## src/rtl/fractal_pkg.sv

```systemverilog
// Shared types and constants for the fractal renderer's framebuffer write path.
package fractal_pkg;

    typedef logic [15:0] pixel_t;
    typedef logic [31:0] fb_addr_t;

    localparam int unsigned FB_WORDS_DEFAULT = 307200;

    typedef struct packed {
        pixel_t   data;
        fb_addr_t addr;
    } pix_entry_t;

    typedef enum logic {
        ST_IDLE  = 1'b0,
        ST_WRITE = 1'b1
    } wr_state_e;

    // Framebuffer words are 16 bits, so the byte address is twice the word index.
    function automatic fb_addr_t fb_byte_addr(input fb_addr_t base, input fb_addr_t word);
        return base + (word << 1);
    endfunction

endpackage

```

## src/rtl/pixel_write_buffer_if.sv

```systemverilog
// Pixel request bus from the write arbitrator and the Avalon-MM write master bus.
interface pix_req_if;
    import fractal_pkg::*;

    pixel_t   in_data;
    fb_addr_t in_addr;
    logic     in_write_en;
    logic     in_ack;

    modport master (output in_data, output in_addr, output in_write_en, input in_ack);
    modport slave  (input in_data, input in_addr, input in_write_en, output in_ack);
endinterface

interface avm_wr_if;
    import fractal_pkg::*;

    fb_addr_t    avm_address;
    pixel_t      avm_writedata;
    logic [1:0]  avm_byteenable;
    logic        avm_write;
    logic        avm_waitrequest;

    modport master (output avm_address, output avm_writedata, output avm_byteenable,
                    output avm_write, input avm_waitrequest);
    modport slave  (input avm_address, input avm_writedata, input avm_byteenable,
                    input avm_write, output avm_waitrequest);
endinterface

```

## src/rtl/sync_fifo.sv

```systemverilog
// Single-clock FIFO exposing the head entry and the one behind it for back-to-back reads.
module sync_fifo #(
    parameter int unsigned WIDTH = 48,
    parameter int unsigned DEPTH = 8
) (
    input  logic                       clk,
    input  logic                       rst_n,
    input  logic                       push,
    input  logic [WIDTH-1:0]           push_data,
    input  logic                       pop,
    output logic [WIDTH-1:0]           head_data,
    output logic [WIDTH-1:0]           next_data,
    output logic                       full,
    output logic                       empty,
    output logic [$clog2(DEPTH):0]     count
);
    localparam int AW = $clog2(DEPTH);

    logic [WIDTH-1:0] mem [DEPTH];

    logic [AW-1:0] wr_ptr_q, wr_ptr_d;
    logic [AW-1:0] rd_ptr_q, rd_ptr_d;
    logic [AW-1:0] rd_nxt;
    logic [AW:0]   count_q, count_d;
    logic          do_push;
    logic          do_pop;

    assign full  = (count_q == (AW+1)'(DEPTH));
    assign empty = (count_q == '0);
    assign count = count_q;

    assign do_pop  = pop && !empty;
    assign do_push = push && (!full || do_pop);
    assign rd_nxt  = rd_ptr_q + AW'(1);

    assign head_data = mem[rd_ptr_q];
    assign next_data = mem[rd_nxt];

    always_comb begin
        wr_ptr_d = wr_ptr_q;
        rd_ptr_d = rd_ptr_q;
        count_d  = count_q;
        if (do_push) wr_ptr_d = wr_ptr_q + AW'(1);
        if (do_pop)  rd_ptr_d = rd_nxt;
        case ({do_push, do_pop})
            2'b10:   count_d = count_q + (AW+1)'(1);
            2'b01:   count_d = count_q - (AW+1)'(1);
            default: count_d = count_q;
        endcase
    end

    // Storage carries no reset so it can map onto plain RAM.
    always_ff @(posedge clk) begin
        if (do_push) mem[wr_ptr_q] <= push_data;
    end

    always_ff @(posedge clk or negedge rst_n) begin
        if (!rst_n) begin
            wr_ptr_q <= '0;
            rd_ptr_q <= '0;
            count_q  <= '0;
        end else begin
            wr_ptr_q <= wr_ptr_d;
            rd_ptr_q <= rd_ptr_d;
            count_q  <= count_d;
        end
    end

endmodule

```

## src/rtl/pixel_write_buffer.sv

```systemverilog
// Buffers pixel writes from the arbitrator and replays them in order as Avalon-MM writes.
module pixel_write_buffer
    import fractal_pkg::*;
#(
    parameter int unsigned DEPTH     = 8,
    parameter int unsigned FB_WORDS  = FB_WORDS_DEFAULT,
    parameter fb_addr_t    BASE_ADDR = 32'h0000_0000
) (
    input  logic        clock,
    input  logic        reset,
    pix_req_if.slave    pix,
    avm_wr_if.master    avm,
    output logic [15:0] drop_count,
    output logic        empty
);
    localparam int CW = $clog2(DEPTH) + 1;

    logic        ack_q, ack_d;
    logic        stage_vld_q, stage_vld_d;
    pix_entry_t  stage_q, stage_d;
    logic [15:0] drop_q, drop_d;
    wr_state_e   state_q, state_d;
    fb_addr_t    addr_q, addr_d;
    pixel_t      wdata_q, wdata_d;
    logic [1:0]  be_q, be_d;
    logic        write_q, write_d;

    logic          fifo_full;
    logic          fifo_empty;
    logic [CW-1:0] fifo_count;
    pix_entry_t    head_entry;
    pix_entry_t    next_entry;
    logic          in_range;
    logic          accept;
    logic          wr_done;
    logic          load_en;
    pix_entry_t    load_entry;

    // Accepted requests sit one cycle in the stage register before entering the FIFO.
    sync_fifo #(
        .WIDTH ($bits(pix_entry_t)),
        .DEPTH (DEPTH)
    ) u_fifo (
        .clk       (clock),
        .rst_n     (reset),
        .push      (stage_vld_q),
        .push_data (stage_q),
        .pop       (wr_done),
        .head_data (head_entry),
        .next_data (next_entry),
        .full      (fifo_full),
        .empty     (fifo_empty),
        .count     (fifo_count)
    );

    assign in_range = (pix.in_addr < fb_addr_t'(FB_WORDS));
    assign accept   = pix.in_write_en && !ack_q && (!in_range || !fifo_full);
    assign wr_done  = write_q && !avm.avm_waitrequest;

    always_comb begin
        ack_d       = accept;
        stage_vld_d = accept && in_range;
        stage_d     = stage_q;
        drop_d      = drop_q;
        if (accept) begin
            stage_d.data = pix.in_data;
            stage_d.addr = pix.in_addr;
        end
        if (accept && !in_range && (drop_q != 16'hFFFF)) drop_d = drop_q + 16'd1;
    end

    always_comb begin
        state_d    = state_q;
        addr_d     = addr_q;
        wdata_d    = wdata_q;
        be_d       = be_q;
        write_d    = write_q;
        load_en    = 1'b0;
        load_entry = '0;
        case (state_q)
            ST_IDLE: begin
                if (!fifo_empty) begin
                    load_en    = 1'b1;
                    load_entry = head_entry;
                    state_d    = ST_WRITE;
                end
            end
            ST_WRITE: begin
                // The head pops this edge; with one entry left the follower may still be staged.
                if (wr_done) begin
                    if (fifo_count > CW'(1)) begin
                        load_en    = 1'b1;
                        load_entry = next_entry;
                    end else if (stage_vld_q) begin
                        load_en    = 1'b1;
                        load_entry = stage_q;
                    end else begin
                        state_d = ST_IDLE;
                        write_d = 1'b0;
                        be_d    = 2'b00;
                    end
                end
            end
            default: state_d = ST_IDLE;
        endcase
        if (load_en) begin
            addr_d  = fb_byte_addr(BASE_ADDR, load_entry.addr);
            wdata_d = load_entry.data;
            be_d    = 2'b11;
            write_d = 1'b1;
        end
    end

    always_ff @(posedge clock or negedge reset) begin
        if (!reset) begin
            ack_q       <= 1'b0;
            stage_vld_q <= 1'b0;
            stage_q     <= '0;
            drop_q      <= '0;
            state_q     <= ST_IDLE;
            addr_q      <= '0;
            wdata_q     <= '0;
            be_q        <= 2'b00;
            write_q     <= 1'b0;
        end else begin
            ack_q       <= ack_d;
            stage_vld_q <= stage_vld_d;
            stage_q     <= stage_d;
            drop_q      <= drop_d;
            state_q     <= state_d;
            addr_q      <= addr_d;
            wdata_q     <= wdata_d;
            be_q        <= be_d;
            write_q     <= write_d;
        end
    end

    assign pix.in_ack         = ack_q;
    assign avm.avm_address    = addr_q;
    assign avm.avm_writedata  = wdata_q;
    assign avm.avm_byteenable = be_q;
    assign avm.avm_write      = write_q;
    assign drop_count         = drop_q;
    assign empty              = fifo_empty && (state_q == ST_IDLE);

endmodule

```

## src/flat_wrapper.sv

```systemverilog
// flat-port wrapper written by rule: the top's interface ports become plain ports
module pixel_write_buffer_flat import fractal_pkg::*;
#(
    parameter int unsigned DEPTH     = 8,
    parameter int unsigned FB_WORDS  = FB_WORDS_DEFAULT,
    parameter fb_addr_t    BASE_ADDR = 32'h0000_0000
)
  (clock, reset, drop_count, empty, pix_in_data, pix_in_addr, pix_in_write_en, pix_in_ack, avm_avm_address, avm_avm_writedata, avm_avm_byteenable, avm_avm_write, avm_avm_waitrequest);
  pix_req_if pix_i ();
  avm_wr_if avm_i ();
  input  logic clock;
  input  logic reset;
  output logic [15:0] drop_count;
  output logic empty;
  input wire logic [$bits(pix_i.in_data)-1:0] pix_in_data;
  input wire logic [$bits(pix_i.in_addr)-1:0] pix_in_addr;
  input wire logic [$bits(pix_i.in_write_en)-1:0] pix_in_write_en;
  output wire logic [$bits(pix_i.in_ack)-1:0] pix_in_ack;
  output wire logic [$bits(avm_i.avm_address)-1:0] avm_avm_address;
  output wire logic [$bits(avm_i.avm_writedata)-1:0] avm_avm_writedata;
  output wire logic [$bits(avm_i.avm_byteenable)-1:0] avm_avm_byteenable;
  output wire logic [$bits(avm_i.avm_write)-1:0] avm_avm_write;
  input wire logic [$bits(avm_i.avm_waitrequest)-1:0] avm_avm_waitrequest;
  assign pix_i.in_data = pix_in_data;
  assign pix_i.in_addr = pix_in_addr;
  assign pix_i.in_write_en = pix_in_write_en;
  assign pix_in_ack = pix_i.in_ack;
  assign avm_avm_address = avm_i.avm_address;
  assign avm_avm_writedata = avm_i.avm_writedata;
  assign avm_avm_byteenable = avm_i.avm_byteenable;
  assign avm_avm_write = avm_i.avm_write;
  assign avm_i.avm_waitrequest = avm_avm_waitrequest;
  pixel_write_buffer #(.DEPTH(DEPTH), .FB_WORDS(FB_WORDS), .BASE_ADDR(BASE_ADDR)) u_core (.clock(clock), .reset(reset), .pix(pix_i), .avm(avm_i), .drop_count(drop_count), .empty(empty));
endmodule
```

## config.mk

```make
export PLATFORM = sky130hd
export DESIGN_NAME = pixel_write_buffer_flat
export DESIGN_NICKNAME = d
export VERILOG_FILES = /design/src/rtl/fractal_pkg.sv /design/src/rtl/pixel_write_buffer_if.sv /design/src/rtl/sync_fifo.sv /design/src/rtl/pixel_write_buffer.sv /design/src/flat_wrapper.sv
export SDC_FILE = /design/constraint.sdc
export NUM_CORES = 1
export LEC_CHECK = 0
export CAP_MARGIN = 20
export CORE_MARGIN = 5
export CORE_UTILIZATION = 45
export CTS_CLUSTER_DIAMETER = 100
export DETAILED_ROUTE_END_ITERATION = 7
export PLACE_DENSITY = 0.7
export SLEW_MARGIN = 40
export SYNTH_ARGS = -nofsm -noshare
export SYNTH_HDL_FRONTEND = slang
export SYNTH_SLANG_ARGS = --single-unit
```

## constraint.sdc

```tcl
create_clock -name clock -period 13.3 [get_ports clock]
set_input_delay 1.995 -clock clock [delete_from_list [all_inputs] [get_ports clock]]
set_output_delay 1.995 -clock clock [all_outputs]
set_load 0.02 [all_outputs]
```

# Word-level counts from Yosys, hierarchy flattened
# Memory sizes are Yosys's and may differ from the RTL's.
# Cells that the tools add are included.
# word_totals
ff_bits	127
ram_bits	384
in_bits	52
output_inout_bits	69
wordCells	74
memories	1
# memory_table
memory	words	width	rd	rd_ports_with_merged_regs	wr	line_no	rtl
u_core.u_fifo.mem	8	48	2	0	1	sync_fifo.sv:19	logic [WIDTH-1:0] mem [DEPTH];
# classes
addsub	5
order_cmp	2
eq_ne	6
muxes	25
bitwise	1
n_reduce_logical	21
# ops
operator	n
$mux 48	4
$pmux 48 s2	1
$lt 32x19->1 const B	1
$add 16x1->16 const B	1
$ne 16x16->1 const B	1
$mux 1	12
$mux 2	5
$logic_and 1x1->1	9
$pmux 4 s2	1
$add 3x1->3 const B	2
$reduce_bool 2->1	3
$logic_not 1->1	5
$add 4x1->4 const B	1
$eq 4x4->1 const B	1
$gt 4x1->1 const B	1
$logic_not 4->1	1
$pmux 1 s2	2
$reduce_and 4->1	1
$sub 4x1->4 const B	1
$eq 2x1->1 const B	1
$eq 2x2->1 const B	1
$logic_or 1x1->1	2
$ne 2x1->1 const B	1
$ne 2x2->1 const B	1
$not 1->1	1

# Logic depth before layout (Yosys ltp)
# Gate-level depths: netlist of run 1.
# logic_depth
word_depth	7
mapped_depth	8

# By module
# Synthesis of run 1 repeated with hierarchy kept, for this count alone.
# hier_totals
hier_cells	1272
area_unflattened_um2	23269.8
# by_module_without_submodules
module	n_inst	cells_each	area_per_inst_um2
sync_fifo	1	797	17936.0
pixel_write_buffer	1	475	5333.9

# Worst setup path after synthesis of run 1
# Ideal clock, no wire load.
# synth_timing
path_type	input-to-reg
from	input avm_avm_waitrequest
to	memory u_core.u_fifo.mem[0][0], enable pin
setup_time_ns	0.569
arrival_time_ns	7.008
slack_ns	5.723
cell_stages	3
path_cell_list	nor2b_1 -> o21ai_1 -> nor4_1
# synth_between
elab_chain_len	7
# synth_lines
element	line_no	rtl
start, declared	flat_wrapper.sv:23	input wire logic [$bits(avm_i.avm_waitrequest)-1:0] avm_avm_waitrequest;
$logic_not 1->1	pixel_write_buffer.sv:58	assign wr_done = write_q && !avm.avm_waitrequest;
$logic_and 1x1->1	pixel_write_buffer.sv:58	
$logic_and 1x1->1	sync_fifo.sv:32	assign do_pop = pop && !empty;
$logic_or 1x1->1	sync_fifo.sv:33	assign do_push = push && (!full || do_pop);
$logic_and 1x1->1	sync_fifo.sv:33	
$mux 1	sync_fifo.sv:54	if (do_push) mem[wr_ptr_q] <= push_data;
$mux 1 (not written as such)	sync_fifo.sv:54	
end, declared	sync_fifo.sv:19	
# Every way passes these cells.

# Worst setup path in the final report of run 1
# layout_timing
from	register u_core.u_fifo.count_q[1], in the netlist u_core.u_fifo.count[1]
to	output empty
# layout_between
elab_chain_len	2
# layout_lines
element	line_no	rtl
start, declared	sync_fifo.sv:24	logic [AW:0] count_q, count_d;
start signal, assigned	sync_fifo.sv:65	count_q <= count_d;
$logic_not 4->1	sync_fifo.sv:29	assign empty = (count_q == '0);
$logic_and 1x1->1	pixel_write_buffer.sv:144	assign empty = fifo_empty && (state_q == ST_IDLE);
end, declared	flat_wrapper.sv:14	output logic empty;
# Every way passes these cells.

==> impl_metrics.toml, run 1 <==
[grt]
grt_max_degree = 68
antenna_found_initial = 0
grt_pass1_vias = 13429
gr-total-overflow = 0
grt_pass1_wl_um = 83690
grt_use_total = 0.2024

[synth]
yosys.area.top_type_share = 0.5021
ys_ff_latch = 500
synthAdderAreaFrac = 0.003339
synth_compound_area_frac = 0.05481
synth-edff-count = 376
avgSynthCellArea_um2 = 18.00
synth_top_family_by_area = "multiplexers"
yosys.area.top_type = "edfxtp_1"
synth_xor_area_frac = 0.008958
synth-simple-area-share = 0.03372
synth_seq_area_share = 0.6401
synthArstFlopShare = 0.2480
syn_area_um2 = 22490
synth.distinct_cells = 44
synthFlopType = "edfxtp_1"
ys_warn_count = 0
syn-instance-count = 1249
synth_area_leaders = "edfxtp_1 (50%), mux4_2 (19%), dfrtp_1 (14%)"
muxShareOfSynthArea = 0.2364
syn_nets = 1307

[clocking]
cts-buffers-inserted = 53
cts_tree = "yes"
holdBufCountCts = 0
post_cts.repair.setup_buffers = 0
root_buffer = "clkbuf_16"
clock-sinks = 500
cts_resized = 0
clk-insertion-delay-late_ns = 0.59
cts.reportedPaths.clkPinSlew_ns = 0.06
htreeDepth = 2
clockBufferDepth = 3

[timing]
setup_viol = 0
maxSlewHeadroom = 0.4113
max_freq_mhz = 206.4
maxSlewViolCount = 0
setup-tns-final_ns = 0
skew_ns = 0.01910
tightest_slew_ns = 0.8831
fin_hold_ws_ns = 0.5143
min_period_over_period = 0.3642
fin_crit_ns = 4.844
grt_setup_unrepaired = "false"
finalHoldViolCount = 0

[critical_path]
r2r.worst_path.cells = 7
slowest_delay_ns = 0.64
r2r_end = "u_core.avm.avm_address[29]"
cp.arrival_ns = 2.85
timing.rr.start = "u_core.u_fifo.rd_ptr_q[0]"
worstPathCellList = "inv_1, ha_1, nor3b_2, nor2b_1, clkdlybuf4s50_1"
cpMaxStageDelayCell = "clkdlybuf4s50_1"
required_ns = 11.31
startpoint_type = "register"
critPathKind = "reg2out"
end_kind = "output port"
r2r_slack_ns = 9.33
cp_max_fo = 6

[final_layout]
layout.cells.non_filler = 2071
syn_to_final_growth_pct = 17.06
drive_gt1_frac = 0.3024
num-fill-cells = 3926
diodes = 0
finalNetCount = 1415
postLayoutCellArea_um2 = 26320

[die]
ios = 121
die_w_um = 233.5
initial_core_util = 0.4519
rows = 82
coreArea_um2 = 49760
chipHeight_um = 233.5
dieArea_um2 = 54540

[placed_design]
port_buffers = 119
dp.cells = 1972
dpl_cell_area_um2 = 24500
hpwl_um = 30030
gp_congestion = 0.8022

[detailed_routing]
wl_um = 54360
postRouteAntennaNets = 0
wl_per_cell_um = 26.25
firstDrtPassIters = 5
drtIter0Drc = 1103
drc = 0
dr_total_vias = 12742
viasPerCell = 6.153

[job]
maxCapViolCount = 0

[power_and_ir_drop]
peakVddDrop_uv = 145.1
powerDensity_nw_per_um2 = 228.0
p_leak_nw = 8.782

[hold_path]
holdCritPathClass = "reg2reg"
hold_path_end = "u_core.drop_count[14]"
hold_depth = 1
hold_start = "u_core.drop_count[14]"

[outcome]
status = "complete, no violations"
-- cells by family after synthesis --
logic type      Yosys count
mux                     284
compound gates          157
xor+xnor                 23
flops                   500
buf+inv                 104
other cells               1
fa+ha+maj                 6
simple gates            174
-- worst max-delay path by stage --
| stage | start | endpoint | slack, ns | depth (start not counted) |
|---|---|---|---|---|
| after floorplan | avm_avm_waitrequest | u_core.u_fifo.mem[0][0] | 5.72 | 3 |
| after global placement | pix_in_addr[14] | u_core.stage_q[44] | 8.06 | 7 |
| after detailed placement | avm_avm_waitrequest | u_core.u_fifo.mem[6][41] | 8.11 | 5 |
| after CTS | u_core.u_fifo.count[1] | empty | 8.44 | 5 |
| after global routing | u_core.u_fifo.count[1] | empty | 8.30 | 5 |
| final | u_core.u_fifo.count[1] | empty | 8.46 | 5 |
-- registers in the layout, summed over array words and instances, names as in the netlist --
register,flops
u_core.u_fifo.mem,376
u_core.u_fifo.wr_ptr_q,3
u_core.u_fifo.rd_ptr_q,3
u_core.stage_q,47
u_core.avm.avm_address,31
u_core.u_fifo.count,4
u_core.avm.avm_writedata,16
u_core.avm.avm_byteenable,1
u_core.drop_count,16
u_core.pix.in_ack,1
u_core.state_q,1
u_core.stage_vld_q,1
-- per-stage QoR --
stage | util | setup WS [ns] | power (mW)
final | 0.5290 | 8.456 | 6.001
after global placement | 0.4900 | 8.057 | 4.503
after floorplan | - | 5.723 | 3.847
after detailed placement | 0.4924 | 8.105 | 4.559
after CTS | 0.5275 | 8.438 | 6.050
after global routing | 0.5290 | 8.297 | 6.326
-- final cells by class --
type | count | area, µm² | area share
clock buffer | 65 | 1401 | 0.05324
clock inverter | 32 | 345.3 | 0.01312
inverter | 5 | 18.77 | 0.0007130
multi-input combinational | 645 | 7739 | 0.2940
sequential | 500 | 14410 | 0.5473
tap | 672 | 840.8 | 0.03194
timing repair buffer | 152 | 1572 | 0.05970
-- layer usage --
layer,track usage,part of all wire,up-vias
li1,-,-,5400
met3,0.04595,0.076,82
met5,0.003676,0,-
met1,0.2804,0.41,6738
met2,0.3330,0.49,522
met4,0.04276,0.017,0
-- worst max-delay path, delay by kind of cell, from the launching register on --
kind                       cells  cell delay [ns]
buffers and inverters          2             0.77
DFF                            1             0.43
adders and majority gates      1             0.33
and+or+nand+nor                2             0.73
-- cells in the mapped netlist (2+ instances only) --
| cell | number |
|---|---|
| and2_1 | 2 |
| dfrtp_1 | 124 |
| clkbuf_1 | 48 |
| a221o_1 | 47 |
| xnor2_1 | 20 |
| a21oi_1 | 48 |
| and3_1 | 3 |
| nand4_1 | 8 |
| o21ai_1 | 3 |
| nor2_1 | 17 |
| nor2b_1 | 2 |
| buf_1 | 8 |
| buf_2 | 23 |
| inv_1 | 5 |
| a31oi_1 | 2 |
| nand3_1 | 12 |
| ha_1 | 6 |
| xor2_1 | 3 |
| buf_6 | 2 |
| nor4_1 | 4 |
| nor3_1 | 7 |
| o21bai_1 | 2 |
| mux4_2 | 188 |
| edfxtp_1 | 376 |
| buf_4 | 16 |
| nand2b_1 | 5 |
| mux2_2 | 96 |
| a311oi_1 | 47 |
| nand2_1 | 110 |
-- placed cells by master (no fill, tap or decap), types with 4 or more instances in the layout --
cell type	netlist	routed
buf_16	0	4
buf_4	16	20
clkbuf_16	0	53
clkbuf_1	48	9
nand3_1	12	12
mux4_2	188	188
nand2_1	110	109
clkdlybuf4s50_1	0	118
buf_6	2	8
nor2_1	17	13
inv_1	5	5
clkinv_2	0	13
xnor2_1	20	19
bufinv_16	0	7
a311oi_1	47	47
clkinvlp_4	0	4
edfxtp_1	376	376
a21oi_1	48	48
nor2_4	0	4
ha_1	6	5
dfrtp_1	124	120
nand2b_1	5	5
mux2_2	96	96
a221o_1	47	47
nand4_1	8	8
clkinv_1	0	6
-- power by group --
group          switching, mW  internal (mW)  leakage [nW]  total, mW
logic                   1.21           1.24          3.05       2.45
clock network          0.595          0.883         0.854       1.48
registers              0.231           1.84          4.88       2.08
Power figures use the tool's default switching activity.
==> run 2, diff against run 1 <==
- PLACE_DENSITY: 0.7 -> 0.72
- clock period: 13.3 -> 4 ns (I/O delays scaled with it)
==> run 2 against run 1 <==
Net effect:
- total power increased to 3.3 times the previous value
- clock power grew to 3.2 times the previous value
- critical path depth unchanged
- via count grew 3.0%
- critical endpoint unchanged
- clock skew shrank 0.0043 ns
- global-route usage hardly changed
- die area unchanged
- setup slack got worse by 7.9 ns
==> impl_metrics.toml, run 2 (synthesis results as in run 1) <==
[outcome]
status = "complete, no violations"

[clocking]
cts.reportedPaths.clkPinSlew_ns = 0.06
cts_tree = "yes"
post_cts.repair.setup_buffers = 0
htreeDepth = 2
cts_resized = 0
clockBufferDepth = 3
clock-sinks = 500
holdBufCountCts = 0
cts-buffers-inserted = 50
root_buffer = "clkbuf_16"
clk-insertion-delay-late_ns = 0.58

[die]
dieArea_um2 = 54540
coreArea_um2 = 49760
ios = 121
rows = 82
chipHeight_um = 233.5
initial_core_util = 0.4519
die_w_um = 233.5

[critical_path]
path_buf_inv = 2
startpoint_type = "register"
slowest_delay_ns = 0.64
r2r_slack_ns = 1.06
end_kind = "output port"
worstPathCellList = "inv_1, ha_1, nor3b_2, nor2b_1, clkdlybuf4s50_1"
cp_top_family = "buffers and inverters"
cp_num_cells = 5
cp_max_fo = 6
timing.rr.start = "u_core.u_fifo.rd_ptr_q[1]"
cpMaxStageDelayCell = "clkdlybuf4s50_1"
r2r.worst_path.cells = 6
r2r_end = "u_core.avm.avm_address[10]"
critPathKind = "reg2out"
cp.arrival_ns = 2.82
required_ns = 3.40

[timing]
maxSlewViolCount = 0
tightest_slew_ns = 0.8740
setup_viol = 0
min_period_over_period = 0.8547
maxSlewHeadroom = 0.4173
max_freq_mhz = 292.5
grt_setup_unrepaired = "false"
finalHoldViolCount = 0
fin_crit_ns = 3.419
skew_ns = 0.01476

[power_and_ir_drop]
peakVddDrop_uv = 680.2
p_seq_frac = 0.344
p_int_mw = 13.14
swShare = 0.3394
pwr-share-clk = 0.236
powerDensity_nw_per_um2 = 756.5
switchingPower_mw = 6.751
combPwrFrac = 0.421
p_leak_nw = 8.796

[grt]
grt_max_degree = 74
grt_use_total = 0.2025
grt_pass1_vias = 13465
grt_pass1_wl_um = 83280
gr-total-overflow = 0
antenna_found_initial = 0

[detailed_routing]
wl_um = 55320
viasPerCell = 6.314
drtIter0Drc = 1451
dr_total_vias = 13126
postRouteAntennaNets = 0
drc = 0
firstDrtPassIters = 8
wl_per_cell_um = 26.61

[job]
maxCapViolCount = 0

[final_layout]
postLayoutCellArea_um2 = 26300
largest_reg_flops = 376
finalNetCount = 1425
syn_to_final_growth_pct = 16.94
diodes = 0
top_register = "u_core.u_fifo.mem"
final_common_cell = "edfxtp_1"
drive_gt1_frac = 0.3056
mostFrequentLayoutCells = "edfxtp_1 (376), mux4_2 (188), dfrtp_1 (120)"
final_util = 0.5284

[placed_design]
gp_congestion = 0.7892
hpwl_um = 30740
port_buffers = 119
dpl_cell_area_um2 = 24640

[hold_path]
holdCritPathClass = "in2async"
==> run 2: cell count changes in the layout (fill, tap and decap cells not counted), sizes merged <==
cell      delta
clkbuf       +7
bufinv       -3
inv          +1
clkinv       -6
buf         +12
clkinvlp     -3
==> run 2: cell type report <==
type	count	area, µm²
flip-flops and latches	500	14410
multi-input cells	645	7736
well taps	672	840.8
clock inverters	21	214.0
repair buffers	165	1638
fillers	3904	23470
clock buffers	71	1441
inverters	5	18.77
==> run 2: power groups by stage <==
stage,Clock [mW],Sequential [mW],Combinational (mW)
after floorplan,0,6.87,5.92
after global placement,0,6.91,8.19
after detailed placement,0,6.93,8.40
after CTS,4.78,6.83,8.44
after global routing,5.00,6.90,8.96
final,4.69,6.83,8.37
==> run 2: layer usage <==
layer  vias up  wire length, µm  GRT usage
met1      6883            22200     0.2882
met3       100             5112    0.03853
met4         0             1309    0.05781
met5         -                0          0
met2       721            26690     0.3232
li1       5422                -          -
==> run 2: stage by stage <==
| step | power, mW | setup slack [ns] | hold slack, ns | instances | setup TNS [ns] |
|---|---|---|---|---|---|
| 2_1_floorplan | 12.79 | -0.9154 | 0.3044 | 1249 | -138.73 |
| 3_3_place_gp | 15.10 | 0.9644 | 0.4843 | 1984 | 0 |
| 3_5_place_dp | 15.33 | 0.9310 | 0.4987 | 1987 | 0 |
| 4_1_cts | 20.05 | 0.5677 | 0.08906 | 2079 | 0 |
| 5_1_grt | 20.86 | 0.4463 | 0.1126 | 2079 | 0 |
| 6_report | 19.89 | 0.5814 | 0.06480 | 2079 | 0 |
==> run 2: worst max-delay path by stage <==
stage | from | endpoint | slack (ns)
floorplan | avm_avm_waitrequest | u_core.u_fifo.mem[4][0] | -0.92
global placement | pix_in_addr[28] | u_core.stage_q[45] | 0.96
detailed placement | pix_in_addr[14] | u_core.stage_q[0] | 0.93
CTS | u_core.u_fifo.count[1] | empty | 0.57
global route | u_core.u_fifo.count[1] | empty | 0.45
finish | u_core.u_fifo.count[1] | empty | 0.58
==> run 2: worst register-to-register path, delay by kind of cell (launching register included) <==
family          cells  cell delay [ns]
compound gates      2             0.40
fa+ha+maj           1             0.70
buf+inv             1             0.37
flops               1             0.72
mux                 1             0.55
simple gates        1             0.09
==> run 3, diff against run 2 <==
- CAP_MARGIN: 20 -> not set
==> results of run 3 <==
Same layout as run 2: the final DEF is identical, and so are final timing and power.
